==> config.mk <==
export PLATFORM = sky130hd
export DESIGN_NAME = vc_distributor
export DESIGN_NICKNAME = d
export VERILOG_FILES = /design/src/rtl/vc_distributor.sv
export SDC_FILE = /design/constraint.sdc
export NUM_CORES = 1
export LEC_CHECK = 0
export CAP_MARGIN = 20
export CORE_ASPECT_RATIO = 0.75
export CORE_MARGIN = 1
export CORE_UTILIZATION = 49
export DETAILED_ROUTE_END_ITERATION = 12
export GPL_ROUTABILITY_DRIVEN = 1
export PLACE_DENSITY = 0.79
export SYNTH_ARGS = -nofsm -noshare
export SYNTH_HDL_FRONTEND = slang
export SYNTH_SLANG_ARGS = --single-unit
==> constraint.sdc <==
create_clock -name clk -period 2.6 [get_ports clk]
set_input_delay 0.52 -clock clk [delete_from_list [all_inputs] [get_ports clk]]
set_output_delay 0.52 -clock clk [all_outputs]
set_load 0.01 [all_outputs]
==> src/rtl/vc_distributor.sv <==
// Receive side of the virtual-channel path: steers each tagged word to one of
// four VC FIFOs, holding one word under almost-full until it drains or times out.
module vc_distributor #(
    parameter int DATA_W       = 4,
    parameter int CNT_W        = 8,
    parameter int HOLD_TIMEOUT = 16
) (
    input  logic              clk,
    input  logic              rst,
    input  logic              enb,
    input  logic [DATA_W-1:0] data_in,
    input  logic [1:0]        dest_in,
    input  logic              valid_in,
    output logic              ready_out,
    input  logic [3:0]        almost_full,
    output logic [3:0]        push_vchannel,
    output logic [DATA_W-1:0] data_vchannel0,
    output logic [DATA_W-1:0] data_vchannel1,
    output logic [DATA_W-1:0] data_vchannel2,
    output logic [DATA_W-1:0] data_vchannel3,
    output logic              drop_pulse,
    output logic [CNT_W-1:0]  drop_count,
    output logic [CNT_W-1:0]  sent_count0,
    output logic [CNT_W-1:0]  sent_count1,
    output logic [CNT_W-1:0]  sent_count2,
    output logic [CNT_W-1:0]  sent_count3,
    output logic              hold_busy
);

    localparam int TMR_W = (HOLD_TIMEOUT > 1) ? $clog2(HOLD_TIMEOUT) : 1;
    localparam logic [TMR_W-1:0] TMR_LAST = TMR_W'(HOLD_TIMEOUT - 1);
    localparam logic [CNT_W-1:0] CNT_MAX  = '1;

    typedef enum logic {
        IDLE,
        HOLD
    } state_t;

    state_t            state_q, state_d;
    logic [TMR_W-1:0]  timer_q, timer_d;
    logic [DATA_W-1:0] hold_data_q, hold_data_d;
    logic [1:0]        hold_dest_q, hold_dest_d;
    logic [3:0]        push_q, push_d;
    logic              drop_q, drop_d;
    logic [CNT_W-1:0]  drop_cnt_q, drop_cnt_d;
    logic [DATA_W-1:0] data_q [4];
    logic [DATA_W-1:0] data_d [4];
    logic [CNT_W-1:0]  sent_q [4];
    logic [CNT_W-1:0]  sent_d [4];

    logic              push_en;
    logic [1:0]        push_dest;
    logic [DATA_W-1:0] push_data;
    logic              accept;

    assign ready_out = rst & enb & (state_q == IDLE);
    assign accept    = valid_in & ready_out;

    always_comb begin
        state_d     = state_q;
        timer_d     = timer_q;
        hold_data_d = hold_data_q;
        hold_dest_d = hold_dest_q;
        drop_cnt_d  = drop_cnt_q;
        drop_d      = 1'b0;
        push_en     = 1'b0;
        push_dest   = dest_in;
        push_data   = data_in;
        if (enb) begin
            unique case (state_q)
                IDLE: begin
                    if (accept) begin
                        if (!almost_full[dest_in]) begin
                            push_en = 1'b1;
                        end else begin
                            state_d     = HOLD;
                            hold_data_d = data_in;
                            hold_dest_d = dest_in;
                            timer_d     = '0;
                        end
                    end
                end
                HOLD: begin
                    push_dest = hold_dest_q;
                    push_data = hold_data_q;
                    // A FIFO freeing on the timeout cycle still gets the word.
                    if (!almost_full[hold_dest_q]) begin
                        push_en = 1'b1;
                        state_d = IDLE;
                    end else if (timer_q == TMR_LAST) begin
                        drop_d  = 1'b1;
                        state_d = IDLE;
                        if (drop_cnt_q != CNT_MAX) begin
                            drop_cnt_d = drop_cnt_q + 1'b1;
                        end
                    end else begin
                        timer_d = timer_q + 1'b1;
                    end
                end
            endcase
        end
    end

    always_comb begin
        push_d = '0;
        for (int i = 0; i < 4; i++) begin
            data_d[i] = data_q[i];
            sent_d[i] = sent_q[i];
            if (push_en && push_dest == 2'(i)) begin
                push_d[i] = 1'b1;
                data_d[i] = push_data;
                if (sent_q[i] != CNT_MAX) begin
                    sent_d[i] = sent_q[i] + 1'b1;
                end
            end
        end
    end

    always_ff @(posedge clk) begin
        if (!rst) begin
            state_q     <= IDLE;
            timer_q     <= '0;
            hold_data_q <= '0;
            hold_dest_q <= '0;
            push_q      <= '0;
            drop_q      <= 1'b0;
            drop_cnt_q  <= '0;
            for (int i = 0; i < 4; i++) begin
                data_q[i] <= '0;
                sent_q[i] <= '0;
            end
        end else begin
            state_q     <= state_d;
            timer_q     <= timer_d;
            hold_data_q <= hold_data_d;
            hold_dest_q <= hold_dest_d;
            push_q      <= push_d;
            drop_q      <= drop_d;
            drop_cnt_q  <= drop_cnt_d;
            for (int i = 0; i < 4; i++) begin
                data_q[i] <= data_d[i];
                sent_q[i] <= sent_d[i];
            end
        end
    end

    assign push_vchannel  = push_q;
    assign drop_pulse     = drop_q;
    assign drop_count     = drop_cnt_q;
    assign hold_busy      = (state_q == HOLD);
    assign data_vchannel0 = data_q[0];
    assign data_vchannel1 = data_q[1];
    assign data_vchannel2 = data_q[2];
    assign data_vchannel3 = data_q[3];
    assign sent_count0    = sent_q[0];
    assign sent_count1    = sent_q[1];
    assign sent_count2    = sent_q[2];
    assign sent_count3    = sent_q[3];

endmodule

== Yosys cells after proc, flatten, opt, wreduce, memory -nomap -nowiden ==
Memory sizes are Yosys's and may differ from the RTL's.
Index checks and enable logic that the tools add are counted.

* Memories: 2
* Memory bits (writable): 48
* Bits of input ports: 14
* Register bits after elaboration: 24

{| class="wikitable"
|+ Memory list
! name !! words !! width !! rd ports !! clocked after Yosys merged registers in !! wr ports !! line !! RTL
|-
| sent_q || 4 || 8 || 4 || 0 || 4 || 48 || <nowiki>logic [CNT_W-1:0] sent_q [4];</nowiki>
|-
| data_q || 4 || 4 || 4 || 0 || 4 || 46 || <nowiki>logic [DATA_W-1:0] data_q [4];</nowiki>
|}

* Equality and inequality tests: 13
* $lt $le $gt $ge: 2
* Add/sub/neg operators: 6
* Reduce and logical (&&, ||, !) cells: 9
* Muxes and demuxes: 50
* Bitwise operators: 12

{| class="wikitable"
|+ Operators with widths
! operator !! count
|-
| two-way mux 8 bit || 12
|-
| two-way mux 4 bit || 14
|-
| adder 8 x 1 -> 8 bit, second input constant || 5
|-
| inequality test 8 bit, second input constant || 5
|-
| two-way mux 1 bit || 17
|-
| AND reduction 5 bit || 2
|-
| OR 1 bit || 8
|-
| one-hot mux 4 bit (2 select lines) || 1
|-
| AND reduction 4 bit || 2
|-
| < comparator 2 x 3 -> 1 bit, second input constant || 2
|-
| adder 4 x 1 -> 4 bit, second input constant || 1
|-
| binary-select mux 1 bit (select 2 bit) || 2
|-
| equality test 2 bit, second input constant || 2
|-
| equality test 4 bit, second input constant || 1
|-
| logical AND 1 bit || 4
|-
| two-way mux 2 bit || 2
|-
| inequality test 2 x 1 -> 1 bit, second input constant || 2
|-
| inequality test 2 bit, second input constant || 2
|-
| one-hot mux 1 bit (2 select lines) || 2
|-
| AND 1 bit || 3
|-
| equality test 2 x 1 -> 1 bit, second input constant || 1
|-
| zero test 2 bit || 1
|-
| NOT 1 bit || 1
|}

== Longest topological paths before layout ==
Gate-level depths: netlist of the first run.

* Depth in word-level cells: 9
* Gate-level depth with buffers: 8

== Least setup slack after synthesis of the first run ==
OpenSTA, ideal clock, no wires.

* Kind: input-to-reg
* From: input dest_in[0]
* To: memory sent_q[3][3]
* Stages: 6
* Path slack: 0.392 ns
* Arrival time: 2.137 ns
* Cells stage by stage: mux4_2 -> a2111oi_4 -> o32ai_1 -> buf_2 -> or3_1 -> a21oi_1

{| class="wikitable"
|+ RTL lines
! item !! line !! RTL
|-
| start, declared || 12 || <nowiki>input logic [1:0] dest_in,</nowiki>
|-
| end, declared || 48 ||
|}

==> results of run 1 <==
## synthesized netlist by cell type, types with 3 or more instances
cell / count / area (um2)
dfxtp_1: 72 / 1441
nand3_1: 40 / 200.2
nor3_1: 4 / 20.02
buf_2: 6 / 30.03
nor2_1: 28 / 105.1
ha_1: 6 / 75.07
mux2i_1: 11 / 110.1
o31ai_1: 6 / 45.04
nor3b_1: 3 / 22.52
mux2_2: 4 / 45.04
nand4_1: 6 / 37.54
inv_1: 10 / 37.54
nor4_1: 3 / 18.77
nand2_1: 30 / 112.6
and3_1: 7 / 43.79
a21oi_1: 22 / 110.1
or3_1: 13 / 81.33
o41ai_1: 3 / 26.28
clkbuf_1: 12 / 45.04
or4_1: 7 / 52.55
o21ai_0: 36 / 180.2
xnor2_1: 3 / 26.28
xor2_1: 7 / 61.31
## cell families after synthesis
logic type                 count (synthesis)  synth area share
AOI/OAI and AO/OA                         78            0.1516
xor gates and xnor gates                  10           0.02713
adders and majority gates                  6           0.02326
buffers and inverters                     31           0.03837
DFF                                       72            0.4465
muxes                                     17           0.06318
and+or+nand+nor                          155            0.2500
## flip-flops by register name (all words and copies together), names as in the netlist
name           flops
hold_dest_q        2
drop_count         8
data_q            16
hold_busy          1
sent_q            32
timer_q            4
drop_pulse         1
hold_data_q        4
push_vchannel      4
## cell type report
type | count | area [um2]
clock inverter | 6 | 115.1
inverter | 11 | 41.29
timing repair buffer | 108 | 1016
multi-input combinational | 266 | 1699
tap | 81 | 101.3
sequential | 72 | 1441
clock buffer | 10 | 137.6
fill | 451 | 1767
## through the flow
| stage | power [W] | cell area [um2] | instances | hold slack (ps) | utilization |
|---|---|---|---|---|---|
| 2_1_floorplan | 0.001202 | 3228 | 369 | 459.3 | - |
| 3_3_place_gp | 0.001270 | 4238 | 535 | 460.9 | 0.6707 |
| 3_5_place_dp | 0.001273 | 4238 | 535 | 463.6 | 0.6707 |
| 4_1_cts | 0.002367 | 4491 | 551 | 481.2 | 0.7107 |
| 5_1_grt | 0.002440 | 4552 | 554 | 502.1 | 0.7204 |
| 6_report | 0.002359 | 4552 | 554 | 478.6 | 0.7204 |
## what timing repair did
| action | in CTS | in global routing |
|---|---|---|
| endpoints found under the setup margin | 0 | 15 |
| hold buffers | 0 | 0 |
| resized for setup | 0 | 6 |
| setup buffers | 0 | 3 |
## critical path, stage by stage
cell and delay [ps]:
clkdlybuf4s50_1 480, mux4_2 580, a2111oi_4 310, o32ai_4 180, or4_1 540, a21oi_1 160
## power breakdown
part | switching, W | leakage, nW | internal [W] | total [W]
combinational | 0.0000704 | 0.910 | 0.0000674 | 0.000138
clock | 0.000438 | 0.123 | 0.000668 | 0.00111
sequential | 0.00000580 | 0.580 | 0.00111 | 0.00111
## per-layer routing
| metal | vias to the layer above | track usage | part of all wire |
|---|---|---|---|
| met4 | 0 | 0.07463 | 0.015 |
| met1 | 1474 | 0.3097 | 0.45 |
| met3 | 11 | 0.07338 | 0.062 |
| met2 | 93 | 0.3786 | 0.48 |
| li1 | 1536 | - | - |
| met5 | - | 0 | 0 |
## path summary, 6_finish.rpt
| path | cells after the start | to |
|---|---|---|
| setup reg to reg | 6 | sent_q[3][7] |
| hold / removal | 2 | data_q[2][3] |
| hold reg to reg | 2 | data_q[2][3] |
| setup / recovery | 6 | sent_q[3][7] |
==> flow_summary.json, run 1 <==
{
  "netlist_area_um2": 3228,
  "cts-root-buf": "clkbuf_8",
  "drt_iter0_markers": 122,
  "row_count": 25,
  "skew_ps": 11.75,
  "synthDistinctLibCells": 47,
  "cts_made_buffers": 9,
  "first_pass_iters": 5,
  "layout_setup_ws_ps": 112.9,
  "grt_antenna_before_repair": 0,
  "core_area_um2": 6319,
  "drtAntennaViolNets": 0,
  "end_kind": "flop",
  "clk_pin_slew_ps": 80,
  "rr_startpoint": "hold_busy",
  "portBuffers": 76,
  "track_usage": 0.2379,
  "yosysWarnings": 0,
  "wl_per_cell_um": 14.30,
  "rsz0062_at_grt": "false",
  "drc": 0,
  "yosysSeqAreaShare": 0.4465,
  "drt_wl_total_mm": 7.921,
  "initial_core_util": 0.5109,
  "finalSetupTns_ps": 0,
  "cp.arrival_ps": 2770,
  "clock-sinks": 72,
  "hold_viol": 0,
  "r2r_slack_ps": 530,
  "outcome": "finished clean",
  "worstMarginPinSlew_ps": 593.6,
  "vias": 3114,
  "insertion_delay_ps": 360,
  "grt_pass1_vias": 2760,
  "fin_crit_ps": 2487,
  "fin_crit_sh": 0.9566,
  "cts_tree": "built",
  "nNetsFinal": 488,
  "setup_viol": 0,
  "path_max_fanout": 5,
  "ir_worst_vdd_uv": 271.5,
  "p_leak_nw": 1.613,
  "grt_max_degree": 43,
  "holdCritPathClass": "reg2reg",
  "final_cell_mix": "clkdlybuf4s50_1 (75), dfxtp_1 (72), nand3_1 (40)",
  "required_ps": 2890,
  "avgSynthCellArea_um2": 8.748,
  "hpwlAfterDp_mm": 5.520,
  "antennaDiodeCount": 0,
  "maxSlewHeadroom": 0.6042,
  "synthesis.nets": 389,
  "critical_path_class": "in2reg",
  "slew_viol_final": 0,
  "drive_gt1_frac": 0.1311,
  "die_y_um": 72.29,
  "h-tree-depth": 3,
  "pin_count": 77,
  "critPathLaunchType": "primary input",
  "synth_edf_count": 0,
  "max_freq_mhz": 402.1,
  "ys_ff_latch": 72,
  "crit_path_start": "almost_full[1]",
  "ys.flop_type": "dfxtp_1",
  "hold_start": "data_q[2][3]",
  "max-cap-violations": 0,
  "grt_pass1_wl_mm": 12.59,
  "fp.dieArea_um2": 6920,
  "die_x_um": 95.72,
  "clockBufferDepth": 2,
  "power_density_nw_per_um2": 518.2,
  "pre_cts_ws_ps": -326.0,
  "gp_congestion": 0.8293,
  "synthArstFlopShare": 0,
  "syn-instance-count": 369,
  "final_common_cell": "clkdlybuf4s50_1",
  "grt-ovfl-total": 0,
  "syn2layout_area_growth_pct": 41.01,
  "via_per_inst": 5.621
}
(Power assumes the default switching activity.)
==> inputs of run 2 (changes only) <==
Settings changed: CORE_UTILIZATION 49 to 52, DONT_BUFFER_PORTS from default to 1, PLACE_DENSITY 0.79 to 0.67.
==> flow_summary.json, run 2 (synthesis results as in run 1) <==
{
  "skew_ps": 9.417,
  "maxSlewHeadroom": 0.3209,
  "reg2reg_depth": 6,
  "pin_count": 77,
  "end_kind": "flop",
  "ir_worst_vdd_uv": 304.0,
  "first_pass_iters": 4,
  "cts_made_buffers": 9,
  "finalSetupTns_ps": 0,
  "r2r_end": "data_q[0][3]",
  "antennaDiodeCount": 0,
  "holdBufCountCts": 0,
  "total_power_w": 0.002128,
  "power_density_nw_per_um2": 604.5,
  "vias": 2673,
  "die_x_um": 92.98,
  "die_y_um": 70.24,
  "track_usage": 0.2366,
  "p_leak_nw": 1.200,
  "clkPwrFrac": 0.442,
  "hold_slack_ps": 311.5,
  "portBuffers": 0,
  "switching_share": 0.2173,
  "switchingPower_w": 0.0004624,
  "grt_max_degree": 45,
  "power_frac_comb": 0.032,
  "row_count": 24,
  "gp_congestion": 0.7710,
  "hold-path-cell-count": 2,
  "drc": 0,
  "cts.repair.resized": 0,
  "slew_viol_final": 0,
  "clockBufferDepth": 2,
  "p_seq_frac": 0.526,
  "hold_viol": 0,
  "postCtsSetupRepairBufs": 0,
  "holdPathEnd": "sent_q[1][6]",
  "hpwlAfterDp_mm": 5.144,
  "max_freq_mhz": 427.8,
  "clk_pin_slew_ps": 70,
  "p_int_w": 0.001665,
  "final_cell_mix": "dfxtp_1 (72), nand3_1 (40), o21ai_0 (36)",
  "critical_path_class": "reg2reg",
  "grt-ovfl-total": 0,
  "largest_reg_flops": 32,
  "drtAntennaViolNets": 0,
  "hold_start": "rst",
  "fillers": 527,
  "outcome": "finished clean",
  "clock-sinks": 72,
  "holdCritPathClass": "in2reg",
  "initial_core_util": 0.5485,
  "insertion_delay_ps": 350,
  "max_stage_delay_ps": 830,
  "final_common_cell": "dfxtp_1",
  "fin_crit_ps": 2338,
  "grt_antenna_before_repair": 0,
  "slowest_stage": "a32oi_1",
  "worst-path-buf-inv": 1,
  "fp.dieArea_um2": 6530,
  "fin_crit_sh": 0.8991,
  "grt_pass1_wl_mm": 12.05,
  "drt_iter0_markers": 106,
  "h-tree-depth": 3,
  "drt_wl_total_mm": 7.250,
  "top_register": "sent_q",
  "rsz0062_at_grt": "false",
  "grt_pass1_vias": 2554,
  "path_max_fanout": 14,
  "cts-root-buf": "clkbuf_8",
  "cp_top_family": "compound AO/OA/AOI/OAI gates",
  "worstMarginPinSlew_ps": 1019,
  "drive_gt1_frac": 0.09383,
  "rr_startpoint": "hold_busy",
  "wl_per_cell_um": 16.08,
  "via_per_inst": 5.927,
  "syn2layout_area_growth_pct": 9.031,
  "nNetsFinal": 389,
  "core_area_um2": 5886,
  "required_ps": 2860,
  "cts_tree": "built",
  "critPathLaunchType": "flop",
  "max-cap-violations": 0,
  "setup_viol": 0,
  "crit_chain": "nand3_1 > and2_1 > a32oi_1 > buf_4 > nand3_1 > o21ai_0",
  "cp_common_cell": "nand3_1",
  "r2r_slack_ps": 260,
  "cp.arrival_ps": 2600
}
==> run 2: metal layers <==
layer | track usage | routed length (um) | vias to the layer above
met5 | 0 | 0 | -
met4 | 0.06325 | 78 | 0
met3 | 0.1013 | 485 | 11
met2 | 0.3766 | 3335 | 66
met1 | 0.2932 | 3350 | 1258
li1 | - | - | 1338
==> run 2: worst register-to-register path, stage by stage, from the launching register on <==
cell	delay, ps
dfxtp_1	530
nand3_1	200
and2_1	200
a32oi_1	830
buf_4	310
nand3_1	90
o21ai_0	100
==> run 2: final cells by class <==
type                            instances  area [um2]  share of cell area
Clock inverter                          6       85.08             0.02417
Sequential cell                        72        1441              0.4095
Timing Repair Buffer                    9       67.56             0.01920
Multi-Input combinational cell        266        1663              0.4724
Tap cell                               78       97.59             0.02773
Clock buffer                            9       123.9             0.03519
Inverter                               11       41.29             0.01173
==> run 2: through the flow <==
step,std cells,instance area [um2],util,setup slack [ps]
6_report,451,3520,0.5980,262.4
5_1_grt,451,3520,0.5980,69.05
4_1_cts,451,3520,0.5980,258.4
3_5_place_dp,436,3311,0.5625,177.7
3_3_place_gp,436,3311,0.5625,198.1
2_1_floorplan,369,3228,-,392.3
==> run 2: worst max-delay path by stage <==
stage | startpoint | to | slack (ps) | cells after the start
floorplan | dest_in[0] | sent_q[3][3] | 390 | 6
global placement | dest_in[0] | sent_q[3][3] | 200 | 6
detailed placement | dest_in[0] | sent_q[3][3] | 180 | 6
CTS | hold_busy | data_q[0][3] | 260 | 6
global route | hold_busy | data_q[0][3] | 70 | 6
finish | hold_busy | data_q[0][3] | 260 | 6
==> run 2: power groups by stage <==
stage	combinational (W)	sequential, W	clock (W)
after CTS	0.0000685	0.00112	0.000965
after detailed placement	0.0000681	0.00114	0
final	0.0000688	0.00112	0.000940
after global routing	0.0000757	0.00112	0.00101
after global placement	0.0000670	0.00114	0
after floorplan	0.0000608	0.00114	0
